===== src/rtl/gen_for_pkg.sv =====
// Shared types and constants for the GenForEnt sum/difference link (encoder model and decoder).
package gen_for_pkg;

  typedef enum logic [1:0] {
    S_SUM = 2'd0,
    S_DIF = 2'd1,
    S_OUT = 2'd2
  } state_t;

  localparam int CHK_INIT = 1;
  localparam int CHK_BIAS = 17;

endpackage


===== src/rtl/gen_for_dec_if.sv =====
// Input word stream and output pair/checksum bundle of the sum/difference decoder.
interface gen_for_dec_if #(
  parameter int NBITS = 8
);
  logic [NBITS:0]   in_data;
  logic             in_valid;
  logic             in_ready;
  logic [NBITS-1:0] out_a;
  logic [NBITS-1:0] out_b;
  logic             out_valid;
  logic             out_ready;
  logic             out_last;
  logic             odd_err;
  logic [NBITS-1:0] chk;
  logic             chk_valid;

  modport master (
    output in_data, in_valid, out_ready,
    input  in_ready, out_a, out_b, out_valid, out_last, odd_err, chk, chk_valid
  );

  modport slave (
    input  in_data, in_valid, out_ready,
    output in_ready, out_a, out_b, out_valid, out_last, odd_err, chk, chk_valid
  );
endinterface


===== src/rtl/gen_for_dec_solve.sv =====
// Solves S = A+B, D = A-B for (A, B); arithmetic wraps at NBITS+1 bits like the encoder's.
module sum_diff_solve #(
  parameter int NBITS = 8
) (
  input  logic        [NBITS:0]   i_s,
  input  logic signed [NBITS:0]   i_d,
  output logic        [NBITS-1:0] o_a,
  output logic        [NBITS-1:0] o_b,
  output logic                    o_odd
);
  logic [NBITS:0] w_p;
  logic [NBITS:0] w_q;

  assign w_p   = i_s + $unsigned(i_d);
  assign w_q   = i_s - $unsigned(i_d);
  // An odd P means S and D cannot come from one integer pair; halves are still emitted.
  assign o_a   = w_p[NBITS:1];
  assign o_b   = w_q[NBITS:1];
  assign o_odd = w_p[0];
endmodule


===== src/rtl/gen_for_dec.sv =====
// Streaming sum/difference decoder: rebuilds (A, B) pairs and recomputes the per-frame checksum.
module gen_for_dec
  import gen_for_pkg::*;
#(
  parameter int NBITS = 8,
  parameter int COUNT = 4
) (
  input logic          clk,
  input logic          rst_n,
  gen_for_dec_if.slave bus
);
  localparam int NPAIR = COUNT / 2;
  localparam int PCW   = (NPAIR > 1) ? $clog2(NPAIR) : 1;

  state_t           r_state;
  state_t           w_state_nxt;
  logic [NBITS:0]   r_sum;
  logic [PCW-1:0]   r_pair;
  logic [NBITS-1:0] r_acc;
  logic [NBITS-1:0] r_out_a;
  logic [NBITS-1:0] r_out_b;
  logic             r_out_valid;
  logic             r_out_last;
  logic             r_odd_err;
  logic [NBITS-1:0] r_chk;
  logic             r_chk_valid;

  logic             w_in_ready;
  logic             w_sum_xfer;
  logic             w_dif_xfer;
  logic             w_last_pair;
  logic [NBITS-1:0] w_word_lo;
  logic [NBITS-1:0] w_acc_sum;
  logic [NBITS-1:0] w_a;
  logic [NBITS-1:0] w_b;
  logic             w_odd;

  sum_diff_solve #(.NBITS(NBITS)) u_solve (
    .i_s   (r_sum),
    .i_d   ($signed(bus.in_data)),
    .o_a   (w_a),
    .o_b   (w_b),
    .o_odd (w_odd)
  );

  assign w_word_lo   = bus.in_data[NBITS-1:0];
  assign w_acc_sum   = r_acc + w_word_lo;
  assign w_last_pair = (r_pair == PCW'(NPAIR - 1));

  always_comb begin
    w_state_nxt = r_state;
    w_in_ready  = 1'b0;
    w_sum_xfer  = 1'b0;
    w_dif_xfer  = 1'b0;
    case (r_state)
      S_SUM: begin
        w_in_ready = 1'b1;
        w_sum_xfer = bus.in_valid;
        if (bus.in_valid) w_state_nxt = S_DIF;
      end
      S_DIF: begin
        w_in_ready = 1'b1;
        w_dif_xfer = bus.in_valid;
        if (bus.in_valid) w_state_nxt = S_OUT;
      end
      S_OUT: begin
        if (bus.out_ready) w_state_nxt = S_SUM;
      end
      default: w_state_nxt = S_SUM;
    endcase
  end

  always_ff @(posedge clk or negedge rst_n) begin
    if (!rst_n) begin
      r_state     <= S_SUM;
      r_sum       <= '0;
      r_pair      <= '0;
      r_acc       <= NBITS'(CHK_INIT);
      r_out_a     <= '0;
      r_out_b     <= '0;
      r_out_valid <= 1'b0;
      r_out_last  <= 1'b0;
      r_odd_err   <= 1'b0;
      r_chk       <= '0;
      r_chk_valid <= 1'b0;
    end else begin
      r_state     <= w_state_nxt;
      r_chk_valid <= 1'b0;
      if (w_sum_xfer) begin
        r_sum <= bus.in_data;
        r_acc <= w_acc_sum;
      end
      if (w_dif_xfer) begin
        r_out_a     <= w_a;
        r_out_b     <= w_b;
        r_odd_err   <= w_odd;
        r_out_last  <= w_last_pair;
        r_out_valid <= 1'b1;
        // Frame close: publish the checksum and restart accumulation for the next frame.
        if (w_last_pair) begin
          r_chk       <= w_acc_sum - NBITS'(CHK_BIAS);
          r_chk_valid <= 1'b1;
          r_acc       <= NBITS'(CHK_INIT);
          r_pair      <= '0;
        end else begin
          r_acc  <= w_acc_sum;
          r_pair <= r_pair + PCW'(1);
        end
      end
      if (r_state == S_OUT && bus.out_ready) r_out_valid <= 1'b0;
    end
  end

  assign bus.in_ready  = w_in_ready;
  assign bus.out_a     = r_out_a;
  assign bus.out_b     = r_out_b;
  assign bus.out_valid = r_out_valid;
  assign bus.out_last  = r_out_last;
  assign bus.odd_err   = r_odd_err;
  assign bus.chk       = r_chk;
  assign bus.chk_valid = r_chk_valid;
endmodule

===== src/flat_wrapper.sv =====
// flat-port wrapper written by rule: the top's interface ports become plain ports
module gen_for_dec_flat import gen_for_pkg::*;
#(
  parameter int NBITS = 8,
  parameter int COUNT = 4
)
  (clk, rst_n, bus_in_data, bus_in_valid, bus_out_ready, bus_in_ready, bus_out_a, bus_out_b, bus_out_valid, bus_out_last, bus_odd_err, bus_chk, bus_chk_valid);
  gen_for_dec_if #(.NBITS(NBITS)) bus_i ();
  input logic clk;
  input logic rst_n;
  input wire logic [$bits(bus_i.in_data)-1:0] bus_in_data;
  input wire logic [$bits(bus_i.in_valid)-1:0] bus_in_valid;
  input wire logic [$bits(bus_i.out_ready)-1:0] bus_out_ready;
  output wire logic [$bits(bus_i.in_ready)-1:0] bus_in_ready;
  output wire logic [$bits(bus_i.out_a)-1:0] bus_out_a;
  output wire logic [$bits(bus_i.out_b)-1:0] bus_out_b;
  output wire logic [$bits(bus_i.out_valid)-1:0] bus_out_valid;
  output wire logic [$bits(bus_i.out_last)-1:0] bus_out_last;
  output wire logic [$bits(bus_i.odd_err)-1:0] bus_odd_err;
  output wire logic [$bits(bus_i.chk)-1:0] bus_chk;
  output wire logic [$bits(bus_i.chk_valid)-1:0] bus_chk_valid;
  assign bus_i.in_data = bus_in_data;
  assign bus_i.in_valid = bus_in_valid;
  assign bus_i.out_ready = bus_out_ready;
  assign bus_in_ready = bus_i.in_ready;
  assign bus_out_a = bus_i.out_a;
  assign bus_out_b = bus_i.out_b;
  assign bus_out_valid = bus_i.out_valid;
  assign bus_out_last = bus_i.out_last;
  assign bus_odd_err = bus_i.odd_err;
  assign bus_chk = bus_i.chk;
  assign bus_chk_valid = bus_i.chk_valid;
  gen_for_dec #(.NBITS(NBITS), .COUNT(COUNT)) u_core (.clk(clk), .rst_n(rst_n), .bus(bus_i));
endmodule

===== config.mk =====
export PLATFORM = sky130hd
export DESIGN_NAME = gen_for_dec_flat
export DESIGN_NICKNAME = d
export VERILOG_FILES = /design/src/rtl/gen_for_pkg.sv /design/src/rtl/gen_for_dec_if.sv /design/src/rtl/gen_for_dec_solve.sv /design/src/rtl/gen_for_dec.sv /design/src/flat_wrapper.sv
export SDC_FILE = /design/constraint.sdc
export NUM_CORES = 1
export LEC_CHECK = 0
export BUFFER_PORTS_ARGS = -buffer_cell sky130_fd_sc_hd__buf_2
export CELL_PAD_IN_SITES_DETAIL_PLACEMENT = 0
export CELL_PAD_IN_SITES_GLOBAL_PLACEMENT = 1
export CORE_UTILIZATION = 30
export CTS_BUF_LIST = sky130_fd_sc_hd__clkbuf_4 sky130_fd_sc_hd__clkbuf_8 sky130_fd_sc_hd__clkbuf_16
export DETAILED_ROUTE_END_ITERATION = 16
export PLACE_DENSITY_LB_ADDON = 0.1
export SYNTH_ARGS = -nofsm -noshare
export SYNTH_HDL_FRONTEND = slang
export SYNTH_SLANG_ARGS = --single-unit

===== constraint.sdc =====
create_clock -name clk -period 2.2 [get_ports clk]
set_input_delay 0 -clock clk [delete_from_list [all_inputs] [get_ports clk]]
set_output_delay 0 -clock clk [all_outputs]
set_load 0.005 [all_outputs]

# After elaboration in Yosys (flattened, before gate mapping)
# Index checks and enable logic that the tools add are counted.
# word_totals
in_bits	13
wordCells	43
regBits	48
output_inout_bits	29
# op_classes
addsub	5
n_reduce_logical	7
mux	15
eq_ne	5
# ops
cell	count
2-to-1 mux 8 bit	3
adder 9 bit	1
subtractor 9 bit	1
adder 8 bit	1
2-to-1 mux 1 bit	8
subtractor 8 x 5 -> 8 bit, second input constant	1
2-to-1 mux 2 bit	3
inequality test 2 bit, second input constant	3
one-hot mux 2 bit (3 select lines)	1
nonzero test 2 bit	2
AND reduction 3 bit	1
== test 2 x 1 -> 1 bit, second input constant	1
== test 2 bit, second input constant	1
logical NOT 2 bit	1
AND reduction 2 bit	1
OR reduction 2 bit	1
adder 1 bit, second input constant	1
logical AND 1 bit	1

# Logic depth before layout (Yosys ltp)
# logic_depth
word_depth	4
ltp_mapped	9
mapped_depth_nobuf	9

# Modules after synthesis
# Synthesis repeated with hierarchy kept, for this count alone.
# unflattened
hier_cells	297
hier_area_um2	3040.4
# modules_own_cells
module	area_per_inst_um2	cells_per_inst	seq_area_each_um2	instances
gen_for_dec	2240.9	185	1202.4	1
sum_diff_solve	799.5	112	0.0	1

# Worst setup path after synthesis
# OpenSTA, ideal clock, no wires.
# synth_timing
path_type	reg-to-reg
from	register u_core.r_acc[0]
to	register u_core.r_chk[7] (netlist: u_core.bus.chk[7])
required_time_ps	2075
path_stages_with_launch	10
arrival_time_ps	2191
setup_ps	125
n_path_buf	0
period_less_slack_ps	2316
path_slack_ps	-116
path_cell_list	dfstp_2 -> ha_1 -> inv_1 -> fa_1 -> xor2_1 -> and3_1 -> o21ai_1 -> a221oi_1 -> xor2_1 -> o21ai_1
# synth_via
elab_chain_cells	2
# synth_lines
element	line	rtl
start: declaration	gen_for_dec.sv:19	logic [NBITS-1:0] r_acc;
start signal: assignment	gen_for_dec.sv:78	r_acc <= NBITS'(CHK_INIT);
start signal: assignment	gen_for_dec.sv:91	r_acc <= w_acc_sum;
start signal: assignment	gen_for_dec.sv:103	r_acc <= NBITS'(CHK_INIT);
adder 8 bit	gen_for_dec.sv:47	assign w_acc_sum = r_acc + w_word_lo;
subtractor 8 x 5 -> 8 bit	gen_for_dec.sv:101	r_chk <= w_acc_sum - NBITS'(CHK_BIAS);
end signal: assignment	gen_for_dec.sv:101	
end: declaration	gen_for_dec.sv:25	logic [NBITS-1:0] r_chk;
# Every way passes these cells.
# A chain may end at the register's enable or synchronous reset.

# Final worst setup path
# layout_timing
from	register u_core.r_acc[0]
to	register u_core.r_chk[6] (netlist: u_core.bus.chk[6])
# The elaborated chain is that of the path after synthesis.

==> impl_metrics.toml <==
[clock_tree]
cts-htree-levels = 2
cts-root-buf = "clkbuf_8"
clk_path_buf_depth = 2
cts_buffers = 5
cts_tree = "done"
insertion_delay_ns = 0.31
clkSinkCount = 48
cts.reportedPaths.clkPinSlew_ns = 0.09

[placed_design]
post-dp-hpwl_um = 5180
placed_cells_incl_taps = 461
place_area_mm2 = 0.00334
gp_congestion = 0.806
io_buffers = 41

[logic_synthesis]
synth_area_per_cell_um2 = 9.59
seq_area_frac_synth_pct = 42.4
synth-seq-cells = 48
syn_inst = 296
syn-num-nets = 336
synth_area_mm2 = 0.00284
synth_warnings = 0
ys_types = 48

[layout]
final_common_cell = "dfrtp_1"
final_nets = 415
final_area_mm2 = 0.00371
n_fill_cell = 917
final_cells = 487
diodes = 0
area_growth_syn_to_layout_pct = 30.9
drive_gt1_share_pct = 31.4
layout_common_cells = "dfrtp_1, buf_2, nand2_1"

[pwr]
p_total_mw = 5.39
ir_worst_vdd_mv = 0.580
power.leakage_nw = 1.79
p_per_area_mw_per_mm2 = 1450

[floorplanning]
start_util_pct = 30.9
core-area_mm2 = 0.00920
dieArea_mm2 = 0.00985
die-width_um = 99.3
die_h_um = 99.3
num_rows = 35
io_pins = 42

[sta]
hold_viol = 0
rsz0062_at_grt = "yes"
setup_violations = 5
worstMarginPinSlew_ns = 0.656
period_needed_ns = 2.32
finalClockSkew_ns = 0.00697
whs_ns = 0.0170
min_period_over_period_pct = 105
setup_ws_ns = -0.119
max_freq_ghz = 0.431
final_max_slew_viol_count = 0
slew-limit-headroom_pct = 56.2

[detailed_routing]
ant_nets = 0
firstDrtPassIters = 4
drt_wl_total_um = 6900
vias_per_cell = 4.80
via_count = 2339
drc_errors = 0
drt_iter0_markers = 67
wl_per_cell_um = 14.2

[hold_path]
hold_start = "bus_in_data[0]"
hold_path.class = "input pin to flop"

[critical_path]
crit_arrival_ns = 2.56
cp-startpoint = "u_core.r_acc[0]"
ff2ff_setup_slack_ns = -0.12
worstPathRequired_ns = 2.44
r2r_start = "u_core.r_acc[0]"
end_kind = "flop"
cp_max_fo = 3
critPathKind = "flop to flop"
start_kind = "flop"

[outcome]
run_status = "finished, violations left"
violations = "negative setup slack"

[global_routing]
grt_pass1_wl_um = 11800
overflow = 0
antenna_found_initial = 0
grt.total_usage_pct = 15.4
grt_pass1_vias = 2360
grt_max_degree = 28

[job]
cap_viol_max_count = 0
==> routing by layer <==
layer  vias to the layer above  global-route usage, %  routed length (um)
li1                       1191                      -                   -
met1                      1098                   19.9                3340
met2                        37                   25.7                3230
met3                        13                   3.09                 184
met4                         0                   5.43                 149
met5                         -                      0                   0
==> metrics by stage <==
step                TNS [ns]  util, %  setup WS [ns]
floorplan                  0        -         0.0158
global placement      -0.332     36.3         -0.121
detailed placement    -0.532     36.3         -0.138
CTS                   -0.188     39.3         -0.104
global route          -0.712     40.4         -0.187
finish                -0.241     40.4         -0.119
==> final cells by class <==
| cell class | instances | area, um^2 | area share [%] |
|---|---|---|---|
| Clock buffer | 6 | 82.6 | 2.22 |
| Clock inverter | 2 | 10.0 | 0.270 |
| Inverter | 26 | 97.6 | 2.63 |
| Multi-Input combinational cell | 211 | 1630 | 43.9 |
| Sequential cell | 48 | 1200 | 32.4 |
| Tap cell | 111 | 139 | 3.74 |
| Timing Repair Buffer | 83 | 553 | 14.9 |
==> path summary, 6_finish.rpt <==
check,to,cells past startpoint
max,u_core.bus.chk[6],8
min,u_core.r_sum[0],3
max reg2reg,u_core.bus.chk[6],8
min reg2reg,u_core.r_state[0],1
max in group asynchronous,u_core.bus.out_b[2],3
min in group asynchronous,u_core.bus.out_a[0],2
==> power breakdown <==
group          total, mW  switching, mW  internal, mW
registers           1.57          0.252          1.31
clock network      0.570          0.318         0.252
logic               3.25           1.64          1.61
total               5.39           2.21          3.18
==> sequential cells by signal (all words and copies together) (netlist names) <==
signal and flops:
u_core.r_sum 9, u_core.r_state 2, u_core.bus.out_last 1, u_core.bus.odd_err 1
u_core.r_pair 1, u_core.bus.out_a 8, u_core.bus.chk_valid 1, u_core.bus.chk 8
u_core.bus.out_b 8, u_core.r_acc 8, u_core.bus.out_valid 1
==> cell families (layout without fill, tap and decap cells) <==
kind of cell / Yosys count / count (layout) / share of synthesized area [%]
flip-flops: 48 / 48 / 42.4
multiplexers: 10 / 10 / 3.92
buffers and inverters: 37 / 117 / 4.94
AO/OA/AOI/OAI: 81 / 81 / 18.5
adder cells (fa/ha/maj): 27 / 27 / 12.7
XOR/XNOR: 16 / 16 / 4.94
AND/OR/NAND/NOR: 77 / 77 / 12.6
==> critical path: stages, from the launching register on <==
cell and delay, ns:
dfstp_2 0.56, ha_4 0.13, inv_2 0.03, fa_2 0.38
nor2b_2 0.17, o31a_1 0.18, o311ai_1 0.18, or4_1 0.54
nand3_1 0.08
==> cells in the mapped netlist, drive strengths merged <==
cell     instances  area share (%)
a2111oi          1            0.31
a211o            3            0.93
a211oi           2            0.53
a21o             2            0.53
a21oi           18             3.3
a221o            1            0.35
a221oi           2            0.62
a22o             4             1.2
a22oi            1            0.26
a31oi            1            0.22
and2             3            0.75
and3             4            0.88
and4             1            0.31
buf              2            0.31
clkbuf           9             1.2
dfrtp           47              41
dfstp            1            0.93
fa               3             2.1
ha              24              11
inv             26             3.4
mux2             9             3.6
mux2i            1            0.35
nand2           33             4.4
nand2b           3            0.66
nand3            7             1.2
nor2            15             2.0
nor2b            3            0.66
nor3             3            0.53
nor3b            1            0.26
o2111ai          1            0.31
o211a            1            0.35
o211ai           4             1.1
o21a             2            0.53
o21ai           25             4.4
o21bai           3            0.79
o311ai           2            0.62
o31a             1            0.31
o31ai            7             1.9
or3              2            0.44
or4              2            0.53
xnor2           10             3.1
xor2             6             1.9
==> what timing repair did <==
item | in CTS | in global routing
gates resized for setup | 14 | 18
buffers inserted | 3 | 5
pin swaps | 4 | 16
hold endpoints to repair | 34 | 0
endpoints found under the setup margin | 6 | 9
hold buffers | 10 | 0
Note: power is estimated with default switching activity, not from simulation.
